[src/rtl/mult_share_pkg.sv]
// Shared types and constants for the two-requester shift-add multiplier.
// Holds the FSM state enum, the default operand width and requester indices.
package mult_share_pkg;

    typedef enum logic [2:0] {
        IDLE,
        CLEAR,
        LOAD,
        SHIFT,
        DONE
    } state_t;

    localparam int N_DEF = 8;

    localparam int REQ0 = 0;
    localparam int REQ1 = 1;

endpackage

[src/rtl/mult_share_ctrl_datapath.sv]
// Shift-add multiplier datapath: accumulator (hi), multiplier (lo), multiplicand.
// Ports: clock/reset, clear/load/shift strobes, a/b operands, result {hi, lo}.
module shift_add_datapath
    import mult_share_pkg::*;
#(
    parameter int N = N_DEF
) (
    input  logic           clock,
    input  logic           reset,
    input  logic           clear,
    input  logic           load,
    input  logic           shift,
    input  logic [N-1:0]   a,
    input  logic [N-1:0]   b,
    output logic [2*N-1:0] result
);

    logic [N-1:0] hi_q, hi_d;
    logic [N-1:0] lo_q, lo_d;
    logic [N-1:0] mc_q, mc_d;
    logic [N:0]   sum;

    always_comb begin
        hi_d = hi_q;
        lo_d = lo_q;
        mc_d = mc_q;
        // Carry lands in sum[N] and drops into hi[N-1] on the shift.
        sum = {1'b0, hi_q};
        if (lo_q[0]) begin
            sum = sum + {1'b0, mc_q};
        end
        if (clear) begin
            hi_d = '0;
        end
        if (load) begin
            mc_d = a;
            lo_d = b;
        end
        if (shift) begin
            hi_d = sum[N:1];
            lo_d = {sum[0], lo_q[N-1:1]};
        end
    end

    always_ff @(posedge clock) begin
        if (reset) begin
            hi_q <= '0;
            lo_q <= '0;
            mc_q <= '0;
        end else begin
            hi_q <= hi_d;
            lo_q <= lo_d;
            mc_q <= mc_d;
        end
    end

    assign result = {hi_q, lo_q};

endmodule

[src/rtl/mult_share_ctrl.sv]
// Round-robin arbiter and sequencer sharing one shift-add multiplier.
// Ports: clock/reset, req[1:0], a0/b0/a1/b1 operands, grant, busy, done, product.
module mult_share_ctrl
    import mult_share_pkg::*;
#(
    parameter int N = N_DEF
) (
    input  logic           clock,
    input  logic           reset,
    input  logic [1:0]     req,
    input  logic [N-1:0]   a0,
    input  logic [N-1:0]   b0,
    input  logic [N-1:0]   a1,
    input  logic [N-1:0]   b1,
    output logic [1:0]     grant,
    output logic           busy,
    output logic [1:0]     done,
    output logic [2*N-1:0] product
);

    localparam int CW = $clog2(N);

    state_t         state_q, state_d;
    logic [CW-1:0]  cnt_q, cnt_d;
    logic           last_q, last_d;
    logic [1:0]     grant_q, grant_d;
    logic [1:0]     done_q, done_d;
    logic [2*N-1:0] prod_q, prod_d;

    logic           win;
    logic           last_step;
    logic           dp_clr, dp_ld, dp_sh;
    logic [N-1:0]   a_sel, b_sel;
    logic [2*N-1:0] result;

    assign last_step = (cnt_q == CW'(N - 1));

    // Tie goes to whoever was not served last.
    always_comb begin
        unique case (req)
            2'b01:   win = 1'b0;
            2'b10:   win = 1'b1;
            default: win = ~last_q;
        endcase
    end

    always_ff @(posedge clock) begin
        if (reset) begin
            state_q <= IDLE;
        end else begin
            state_q <= state_d;
        end
    end

    always_comb begin
        state_d = state_q;
        unique case (state_q)
            IDLE:    if (|req) state_d = CLEAR;
            CLEAR:   state_d = LOAD;
            LOAD:    state_d = SHIFT;
            SHIFT:   if (last_step) state_d = DONE;
            DONE:    state_d = IDLE;
            default: state_d = IDLE;
        endcase
    end

    always_comb begin
        dp_clr  = 1'b0;
        dp_ld   = 1'b0;
        dp_sh   = 1'b0;
        cnt_d   = cnt_q;
        grant_d = grant_q;
        last_d  = last_q;
        done_d  = '0;
        prod_d  = prod_q;
        unique case (state_q)
            IDLE: begin
                if (|req) begin
                    grant_d      = '0;
                    grant_d[win] = 1'b1;
                    last_d       = win;
                end
            end
            CLEAR: dp_clr = 1'b1;
            LOAD: begin
                dp_ld = 1'b1;
                cnt_d = '0;
            end
            SHIFT: begin
                dp_sh = 1'b1;
                cnt_d = cnt_q + 1'b1;
                // Registered so the pulse lines up with the DONE cycle.
                if (last_step) begin
                    done_d = grant_q;
                end
            end
            DONE: begin
                prod_d  = result;
                grant_d = '0;
            end
            default: ;
        endcase
    end

    always_ff @(posedge clock) begin
        if (reset) begin
            cnt_q   <= '0;
            last_q  <= 1'b1;
            grant_q <= '0;
            done_q  <= '0;
            prod_q  <= '0;
        end else begin
            cnt_q   <= cnt_d;
            last_q  <= last_d;
            grant_q <= grant_d;
            done_q  <= done_d;
            prod_q  <= prod_d;
        end
    end

    assign a_sel = grant_q[REQ1] ? a1 : a0;
    assign b_sel = grant_q[REQ1] ? b1 : b0;

    shift_add_datapath #(
        .N(N)
    ) u_dp (
        .clock  (clock),
        .reset  (reset),
        .clear  (dp_clr),
        .load   (dp_ld),
        .shift  (dp_sh),
        .a      (a_sel),
        .b      (b_sel),
        .result (result)
    );

    assign grant   = grant_q;
    assign busy    = (state_q != IDLE);
    assign done    = done_q;
    assign product = prod_q;

endmodule

[config.mk]
export PLATFORM = sky130hd
export DESIGN_NAME = mult_share_ctrl
export DESIGN_NICKNAME = d
export VERILOG_FILES = /design/src/rtl/mult_share_pkg.sv /design/src/rtl/mult_share_ctrl_datapath.sv /design/src/rtl/mult_share_ctrl.sv
export SDC_FILE = /design/constraint.sdc
export NUM_CORES = 1
export LEC_CHECK = 0
export BUFFER_PORTS_ARGS = -buffer_cell sky130_fd_sc_hd__clkbuf_2
export CORE_ASPECT_RATIO = 1.75
export CORE_MARGIN = 1
export CORE_UTILIZATION = 45
export DETAILED_ROUTE_END_ITERATION = 10
export MAX_ROUTING_LAYER = met4
export PLACE_DENSITY_LB_ADDON = 0.2
export SLEW_MARGIN = 20
export SYNTH_ARGS = -nofsm -noshare
export SYNTH_HDL_FRONTEND = slang
export SYNTH_SLANG_ARGS = --single-unit
[constraint.sdc]
create_clock -name clock -period 2.9 [get_ports clock]
set_clock_uncertainty 0.2 [all_clocks]
set_input_delay 0.58 -clock clock [delete_from_list [all_inputs] [get_ports clock]]
set_output_delay 0.58 -clock clock [all_outputs]
set_load 0.02 [all_outputs]
==> impl_metrics.csv, run 1 <==
group,metric,value,unit
placement,placed_area,2874,um2
power,cellPowerDensity,480.6,nW/um2
global_route,grt.total_usage,0.2031,
floorplan,floorplan.io_pins,57,
timing,finalCriticalPeriod,2.200,ns
routing,route.detailed.drc,0,
synthesis,synth_mux_area_frac,0.07447,
global_route,grt_pass1_vias,2007,
synthesis,synthArstFlopShare,0,
power,finalPower,0.001431,W
routing,finalWirelength,5527,um
synthesis,synth_area,2587,um2
synthesis,synthXorXnorAreaFrac,0.003385,
clock_network,cts-htree-levels,2,
synthesis,syn_inst,308,
timing,max_clock_freq,454.6,MHz
clock_network,clk_pin_slew,0.09,ns
floorplan,die_w,59.32,um
synthesis,synthAdderAreaFrac,0.06576,
timing,rsz0062_at_grt,"false",
final_layout,utilization,0.5373,
floorplan,dieArea,6069,um2
routing,vias,2233,
timing,finalSetupViolCount,0,
critical_path,reg2reg_depth,7,
clock_network,clk_latency,0.32,ns
critical_path,cp-start-kind,"flip-flop",
timing,setup_tns,0,ns
hold_path,min_path_type,"flip-flop to flip-flop",
floorplan,fp-row-count,36,
critical_path,cp_data_required_time,2.12,ns
synthesis,yosys.area_share.simple,0.2055,
synthesis,synth_top_family_by_area,"simple AND/OR/NAND/NOR gates",
clock_network,cts_tree,"yes",
routing,routedWlPerCell,12.82,um
synthesis,synth_compound_area_frac,0.2031,
outcome,outcome,"complete, no violations",
clock_network,holdBufCountCts,0,
final_layout,drive_gt1_frac,0.2197,
placement,port_buffers,56,
final_layout,fin_area,2977,um2
timing,slew_headroom,0.6058,
run,max_cap_viol_count,0,
floorplan,die_h,102.3,um
hold_path,holdPathStages,2,
floorplan,start_util,0.4670,
clock_network,root_buffer,"clkbuf_8",
routing,drtPass1Iterations,4,
synthesis,dominantRegCellSynth,"dfxtp_1",
global_route,grt_antenna_before_repair,0,
placement,gp_congestion,0.9136,
critical_path,worstPathArrival,1.42,ns
synthesis,synth-edff-count,0,
placement,dp_hpwl,4100,um
routing,final_antenna_net_count,0,
power,p_leak,1.210,nW
clock_network,cts.sinks,51,
critical_path,cp_max_fo,12,
clock_network,cts_resized,0,
routing,drt-initial-drc-count,48,
final_layout,final_nets,404,
synthesis,syn-num-nets,357,
critical_path,crit_path_end_kind,"output pin",
synthesis,ys_seq_area_frac,0.3946,
power,ir_drop,0.3647,mV
synthesis,synth_cell_types,50,
global_route,grt_overflow,0,
synthesis,synth.yosys.warnings,0,
clock_network,cts_setup_buffers,0,
timing,worst_slack,0.7001,ns
final_layout,diodes,0,
clock_network,cts_buffer_depth,2,
global_route,grt_first_pass_wirelength,9011,um
final_layout,syn_to_final_growth,15.04,%
routing,vias_per_cell,5.181,
global_route,grt_max_degree,27,
timing,tightestPinTransition,0.5914,ns
timing,fin_crit_sh,0.7586,
timing,finalHoldViolations,0,
timing,drv_slew,0,
floorplan,core-area,5540,um2
clock_network,cts_inserted_buffers,5,
critical_path,worstSetupPathType,"flip-flop to output pin",
synthesis,syn-mean-instance-area,8.401,um2
synthesis,ys_ff_latch,51,
placement,pre_cts_ws,0.8777,ns
==> synth_stat cells, types with 2 or more instances <==
| master | n | area share |
|---|---|---|
| a211oi_1 | 9 | 0.026 |
| a21o_1 | 2 | 0.0058 |
| a21oi_1 | 35 | 0.068 |
| a22o_1 | 2 | 0.0068 |
| a22oi_1 | 3 | 0.0087 |
| and2_1 | 3 | 0.0073 |
| buf_2 | 4 | 0.0077 |
| buf_4 | 3 | 0.0087 |
| buf_6 | 3 | 0.013 |
| clkbuf_1 | 8 | 0.012 |
| dfxtp_1 | 51 | 0.39 |
| ha_1 | 12 | 0.058 |
| inv_1 | 7 | 0.010 |
| mux2_2 | 2 | 0.0087 |
| mux2i_1 | 17 | 0.066 |
| nand2_1 | 69 | 0.10 |
| nand2b_1 | 2 | 0.0048 |
| nand3_1 | 2 | 0.0039 |
| nand3b_1 | 2 | 0.0058 |
| nor2_1 | 17 | 0.025 |
| nor2_2 | 2 | 0.0048 |
| nor2b_1 | 2 | 0.0048 |
| nor3_1 | 4 | 0.0077 |
| o2111ai_1 | 2 | 0.0068 |
| o211ai_1 | 2 | 0.0058 |
| o21a_1 | 2 | 0.0058 |
| o21ai_0 | 15 | 0.029 |
| or2_2 | 3 | 0.0073 |
| or3_1 | 2 | 0.0048 |
==> worst max-delay path, stage by stage, from the launching register on <==
cell and delay [ns]:
dfxtp_1 0.48, or3_1 0.46, clkbuf_2 0.17
==> report_power, final <==
part / internal, W / switching, W
registers: 0.000725 / 0.0000296
clock network: 0.000253 / 0.000240
logic: 0.0000787 / 0.000104
total: 0.00106 / 0.000373
==> path summary, 6_finish.rpt <==
kind | startpoint | to | slack [ns]
min reg2reg | product[6] | product[6] | 0.26
max | state_q[0] | busy | 0.70
max reg2reg | u_dp.hi_q[0] | u_dp.hi_q[7] | 0.86
min | product[6] | product[6] | 0.26
==> per-stage QoR <==
| stage | cells | hold slack, ns |
|---|---|---|
| 3_3_place_gp | 424 | 0.2452 |
| 4_1_cts | 431 | 0.2601 |
| 2_1_floorplan | 308 | 0.2350 |
| 5_1_grt | 431 | 0.2767 |
| 6_report | 431 | 0.2557 |
| 3_5_place_dp | 424 | 0.2472 |
==> layout by cell type (no fill, tap or decap), types with 2 or more instances in the layout <==
cell       synthesis  layout
clkbuf_8           0       5
a211oi_1           9       9
a21o_1             2       2
o21ai_0           15      15
or2_2              3       3
inv_1              7       7
or3_1              2       2
mux2i_1           17      17
nand3_1            2       2
a22oi_1            3       3
nor2b_1            2       2
buf_4              3       3
nand2b_1           2       2
and2_1             3       3
nor3_1             4       4
mux2_2             2       2
dfxtp_1           51      51
a21oi_1           35      35
nand2_1           69      69
nor2_1            17      17
o21a_1             2       2
ha_1              12      12
o2111ai_1          2       2
a22o_1             2       2
o211ai_1           2       2
clkbuf_2           1      56
nand3b_1           2       2
nor2_2             2       2
==> sequential cells by signal (all words and copies together) (netlist names) <==
name,cells
u_dp.mc_q,8
cnt_q,3
last_q,1
product,16
state_q,3
u_dp.hi_q,8
done,2
u_dp.lo_q,8
grant,2
==> routing by layer <==
layer  vias to the layer above  GRT usage  wire length (um)  part of all wire
li1                       1170          -                 -                 -
met2                        51     0.3544              2840              0.51
met1                       998     0.2057              2276              0.41
met5                         -          -                 0                 0
met3                        14    0.04304               234             0.042
met4                         0     0.1081               176             0.032
==> final cells by class <==
cell class / count / area, um2
fillers: 573 / 2564
multi-input cells: 231 / 1429
flip-flops and latches: 51 / 1021
repair buffers: 59 / 302.8
well taps: 76 / 95.09
clock buffers: 6 / 72.57
clock inverters: 1 / 30.03
inverters: 7 / 26.28
==> kinds of logic (layout without fill, tap and decap cells) <==
| family | after synthesis | in the layout |
|---|---|---|
| mux | 19 | 19 |
| fa+ha+maj | 13 | 13 |
| compound gates | 83 | 83 |
| xor+xnor | 1 | 1 |
| buf+inv | 26 | 73 |
| flops | 51 | 51 |
| simple gates | 115 | 115 |
Power figures use the tool's default switching activity.
==> inputs of run 2 (changes only) <==
==> constraint.sdc (replaced) <==
create_clock -name clock -period 2.1 [get_ports clock]
set_clock_uncertainty 0.2 [all_clocks]
set_input_delay 0.42 -clock clock [delete_from_list [all_inputs] [get_ports clock]]
set_output_delay 0.42 -clock clock [all_outputs]
set_load 0.02 [all_outputs]
==> run 2 against run 1 <==
  * Clock-buffer cell count shrank 1
  * Clock power grew 35%
  * Via count rose by 2.0%
  * Critical path type is now flip-flop to flip-flop
  * Highest routed layer unchanged
==> impl_metrics.csv, run 2 (synthesized netlist as in run 1, its figures left out) <==
group,metric,value,unit
critical_path,cp_slowest_cell,"dfxtp_2",
placement,dp_hpwl,4081,um
clock_network,cts_tree,"yes",
power,cellPowerDensity,646.7,nW/um2
timing,hold_ws,0.2265,ns
global_route,grt_overflow,0,
floorplan,start_util,0.4670,
timing,finalSetupViolCount,0,
clock_network,cts_buffer_depth,2,
timing,finalCriticalPeriod,1.987,ns
power,p_leak,1.242,nW
global_route,grt_first_pass_wirelength,9183,um
timing,tightestPinTransition,0.5716,ns
hold_path,min_path_type,"input port to flip-flop",
critical_path,worstSetupPathType,"flip-flop to flip-flop",
clock_network,holdBufCountCts,0,
placement,placed_area,2932,um2
floorplan,floorplan.io_pins,57,
timing,fin_crit_sh,0.9462,
run,max_cap_viol_count,0,
clock_network,cts-htree-levels,2,
critical_path,max_stage_delay,0.36,ns
floorplan,core-area,5540,um2
critical_path,critPathTopFamily,"compound AO/OA/AOI/OAI gates",
clock_network,clk_latency,0.30,ns
timing,finalHoldViolations,0,
final_layout,utilization,0.5499,
final_layout,diodes,0,
routing,vias_per_cell,5.211,
clock_network,cts.sinks,51,
routing,final_antenna_net_count,0,
placement,port_buffers,56,
global_route,grt_pass1_vias,2120,
routing,drtPass1Iterations,4,
floorplan,dieArea,6069,um2
outcome,outcome,"complete, no violations",
critical_path,cp_max_fo,4,
clock_network,clk_pin_slew,0.09,ns
power,ir_drop,0.4514,mV
final_layout,drive_gt1_frac,0.2465,
final_layout,final_nets,410,
floorplan,die_w,59.32,um
critical_path,crit_buf_inv,1,
global_route,grt.total_usage,0.2021,
routing,routedWlPerCell,12.39,um
routing,drt-initial-drc-count,67,
placement,gp_congestion,0.8674,
critical_path,worstPathArrival,2.00,ns
final_layout,mostFrequentLayoutCells,"nand2_1 (69), clkbuf_2 (56), dfxtp_1 (50), a21oi_1 (35)",
global_route,grt_antenna_before_repair,0,
timing,drv_slew,0,
final_layout,largest_register_ffs,16,
routing,vias,2277,
final_layout,fin_area,3047,um2
critical_path,crit_path_end_kind,"flip-flop",
critical_path,cp-start-kind,"flip-flop",
final_layout,syn_to_final_growth,17.75,%
critical_path,cp_data_required_time,2.12,ns
final_layout,layout_commonest_cell,"nand2_1",
global_route,grt_max_degree,34,
timing,max_clock_freq,503.3,MHz
timing,slew_headroom,0.6180,
routing,finalWirelength,5413,um
critical_path,cp_cell_sequence,"ha_2 -> inv_1 -> fa_2 -> nor2b_2 -> o31a_1 -> o2111ai_1 -> o31ai_1",
clock_network,cts_inserted_buffers,5,
routing,route.detailed.drc,0,
clock_network,root_buffer,"clkbuf_8",
floorplan,die_h,102.3,um
floorplan,fp-row-count,36,
==> run 2: cell types whose count changed in the layout (fill, tap and decap cells not counted) <==
cell | previous run | this run
nor2b_1 | 2 | 1
dfxtp_1 | 51 | 50
buf_4 | 3 | 8
dfxtp_2 | 0 | 1
nor2b_2 | 0 | 1
buf_12 | 0 | 1
ha_1 | 12 | 11
ha_2 | 0 | 1
fa_2 | 0 | 1
fa_1 | 1 | 0
clkinvlp_4 | 0 | 1
clkbuf_1 | 1 | 0
==> run 2: through the flow <==
step / std cells / power, W / TNS, ns / setup slack [ns]
3_3_place_gp: 430 / 0.001329 / 0 / 0.09446
5_1_grt: 437 / 0.002069 / -0.002031 / -0.002031
3_5_place_dp: 430 / 0.001333 / 0 / 0.03968
6_report: 437 / 0.001970 / 0 / 0.1130
4_1_cts: 437 / 0.001995 / 0 / 0.008328
2_1_floorplan: 308 / 0.001248 / 0 / 0.1901
==> run 2: final cells by class <==
class / count / area (um2)
fill: 543 / 2494
multi-input combinational: 231 / 1436
inverter: 7 / 26.28
sequential: 51 / 1022
clock inverter: 2 / 37.54
timing repair buffer: 65 / 360.3
clock buffer: 5 / 68.82
tap: 76 / 95.09
==> run 2: final timing paths <==
kind | start | endpoint | slack [ns] | depth (start not counted)
worst max-delay path | u_dp.hi_q[0] | u_dp.hi_q[7] | 0.11 | 7
worst min-delay path | a0[6] | u_dp.mc_q[6] | 0.23 | 3
worst max register to register | u_dp.hi_q[0] | u_dp.hi_q[7] | 0.11 | 7
worst min register to register | product[5] | product[5] | 0.26 | 2
==> run 2: where the power goes <==
group          switching, W  leakage (nW)  internal [W]
Clock              0.000315        0.0502      0.000348
Combinational      0.000150         0.777      0.000121
Sequential        0.0000347         0.414       0.00100
==> run 2: tightest hold or removal path, cell delays in order <==
cell      delay (ns)
clkbuf_2        0.08
mux2i_1         0.11
a211oi_1        0.08
==> run 2: timing repair <==
action                     in CTS  in global routing
setup buffers                   0                  0
resized for setup               0                  4
setup endpoints to repair       0                  4
==> run 2: per-layer routing <==
layer	part of all wire	vias up	GRT usage
met4	0.013	0	0.06777
met1	0.43	1051	0.2152
met5	0	-	-
met3	0.028	5	0.03544
li1	-	1179	-
met2	0.53	42	0.3647
==> inputs of run 3 (changes only) <==
--- a/config.mk
+++ b/config.mk
@@ -5,11 +5,11 @@
 export SDC_FILE = /design/constraint.sdc
 export NUM_CORES = 1
 export LEC_CHECK = 0
-export BUFFER_PORTS_ARGS = -buffer_cell sky130_fd_sc_hd__clkbuf_2
 export CORE_ASPECT_RATIO = 1.75
 export CORE_MARGIN = 1
 export CORE_UTILIZATION = 45
 export DETAILED_ROUTE_END_ITERATION = 10
+export DONT_BUFFER_PORTS = 1
 export MAX_ROUTING_LAYER = met4
 export PLACE_DENSITY_LB_ADDON = 0.2
 export SLEW_MARGIN = 20
==> run 3 against run 2 <==
  * Maximum frequency increased by 0.41%
  * Hold slack got worse by 0.21 ns
  * Register-to-register slack about the same
  * Highest routed layer unchanged
  * Utilization decreased by 5.0 points
  * Sequential power about the same
  * Critical endpoint is now u_dp.hi_q[5]
  * Clock power decreased by 11%
  * Clock-buffer cell count increased by 1
==> impl_metrics.csv, run 3 (synthesized netlist as in run 1, its figures left out) <==
group,metric,value,unit
global_route,grt_pass1_vias,1927,
final_layout,layout_commonest_cell,"nand2_1",
routing,final_antenna_net_count,0,
floorplan,start_util,0.4670,
final_layout,final_nets,355,
final_layout,drive_gt1_frac,0.1140,
global_route,grt.total_usage,0.1902,
critical_path,cp_data_required_time,2.10,ns
final_layout,largest_register_ffs,16,
timing,finalCriticalPeriod,1.979,ns
placement,dp_hpwl,3818,um
critical_path,max_stage_delay,0.35,ns
timing,finalSetupViolCount,0,
routing,finalWirelength,5400,um
critical_path,worstSetupPathType,"flip-flop to flip-flop",
routing,vias_per_cell,5.470,
critical_path,worstPathArrival,1.98,ns
power,p_leak,1.002,nW
routing,drt-initial-drc-count,55,
outcome,outcome,"complete, no violations",
floorplan,die_h,102.3,um
global_route,grt_first_pass_wirelength,8590,um
timing,tightestPinTransition,0.5571,ns
clock_network,clk_pin_slew,0.09,ns
routing,route.detailed.drc,0,
floorplan,dieArea,6069,um2
power,cellPowerDensity,672.7,nW/um2
clock_network,cts_inserted_buffers,5,
timing,max_clock_freq,505.3,MHz
clock_network,cts.sinks,51,
placement,placed_area,2631,um2
timing,fin_crit_sh,0.9423,
critical_path,cp_slowest_cell,"o31a_1",
routing,vias,2095,
clock_network,cts_setup_buffers,0,
power,finalPower,0.001863,W
clock_network,clk_latency,0.30,ns
critical_path,crit_path_end_kind,"flip-flop",
floorplan,floorplan.io_pins,57,
critical_path,cp_cell_sequence,"ha_2 -> inv_1 -> fa_2 -> nor2b_2 -> o31a_1 -> o21a_1 -> o311ai_1",
critical_path,cp_max_fo,4,
final_layout,mostFrequentLayoutCells,"nand2_1 (69), dfxtp_1 (49), a21oi_1 (35), mux2i_1 (17), nor2_1 (17)",
placement,pre_cts_ws,0.04720,ns
floorplan,die_w,59.32,um
run,max_cap_viol_count,0,
critical_path,r2r_slack,0.12,ns
global_route,grt_max_degree,45,
timing,slew_headroom,0.6277,
final_layout,diodes,0,
clock_network,cts-htree-levels,2,
power,ir_drop,0.3676,mV
critical_path,reg2reg_depth,7,
clock_network,cts_tree,"yes",
placement,gp_congestion,0.8774,
routing,drtPass1Iterations,4,
timing,worst_slack,0.1212,ns
timing,drv_slew,0,
timing,setup_tns,0,ns
global_route,grt_antenna_before_repair,0,
clock_network,root_buffer,"clkbuf_8",
global_route,grt_overflow,0,
critical_path,cp-start-kind,"flip-flop",
final_layout,syn_to_final_growth,7.060,%
placement,port_buffers,0,
floorplan,core-area,5540,um2
hold_path,holdPathStages,1,
timing,finalHoldViolations,0,
final_layout,fin_area,2770,um2
hold_path,min_path_type,"input port to flip-flop",
clock_network,cts_buffer_depth,2,
routing,routedWlPerCell,14.10,um
floorplan,fp-row-count,36,
timing,rsz0062_at_grt,"false",
final_layout,fill_cells,605,
run 3: cell types whose count changed in the layout (fill, tap and decap cells not counted):
cell,change
clkbuf_2,-56
bufinv_16,-1
clkbuf_8,+1
clkinv_4,+1
dfxtp_1,-1
dfxtp_2,+1
dlygate4sd3_1,+1
run 3: worst max-delay path, delay by kind of cell (launching register included):
kind,cells,cell delay [ns]
buffers and inverters,1,0.07
adders and majority gates,2,0.41
and+or+nand+nor,1,0.05
DFF,1,0.34
AOI/OAI and AO/OA,3,0.80
run 3: final timing paths:
check | start | end
setup / recovery | u_dp.hi_q[0] | u_dp.hi_q[5]
hold / removal | reset | state_q[2]
setup reg to reg | u_dp.hi_q[0] | u_dp.hi_q[5]
hold reg to reg | cnt_q[1] | cnt_q[1]
run 3: what timing repair did:
item,in CTS,in global routing
resized for setup,0,5
hold endpoints to repair,44,0
setup endpoints to repair,0,5
hold buffers,2,0
run 3: stage by stage:
step                  util  hold WS [ns]  std cells
floorplan                -        0.2350        308
global placement    0.4749        0.2358        373
detailed placement  0.4749        0.2410        373
CTS                 0.4982      0.002276        383
global route        0.5000      0.005719        383
finish              0.5000       0.01193        383
run 3: cell type report:
class	count	area, um2	area share
inverters	7	26.28	0.009485
clock buffers	6	82.58	0.02981
well taps	76	95.09	0.03433
flip-flops and latches	51	1023	0.3695
clock inverters	2	16.27	0.005872
repair buffers	10	90.09	0.03252
multi-input cells	231	1436	0.5185
run 3: per-layer routing:
layer	GRT usage	share of wire	wire length (um)	vias up
met5	-	0	0	-
met4	0.06960	0.016	85	0
met3	0.03418	0.049	266	8
met2	0.3328	0.53	2868	62
met1	0.2092	0.40	2179	955
li1	-	-	-	1070
run 3: where the power goes:
group	leakage, nW	internal, W	total, W	switching (W)
registers	0.415	0.00100	0.00104	0.0000382
logic	0.540	0.0000966	0.000234	0.000137
clock network	0.0474	0.000269	0.000590	0.000320
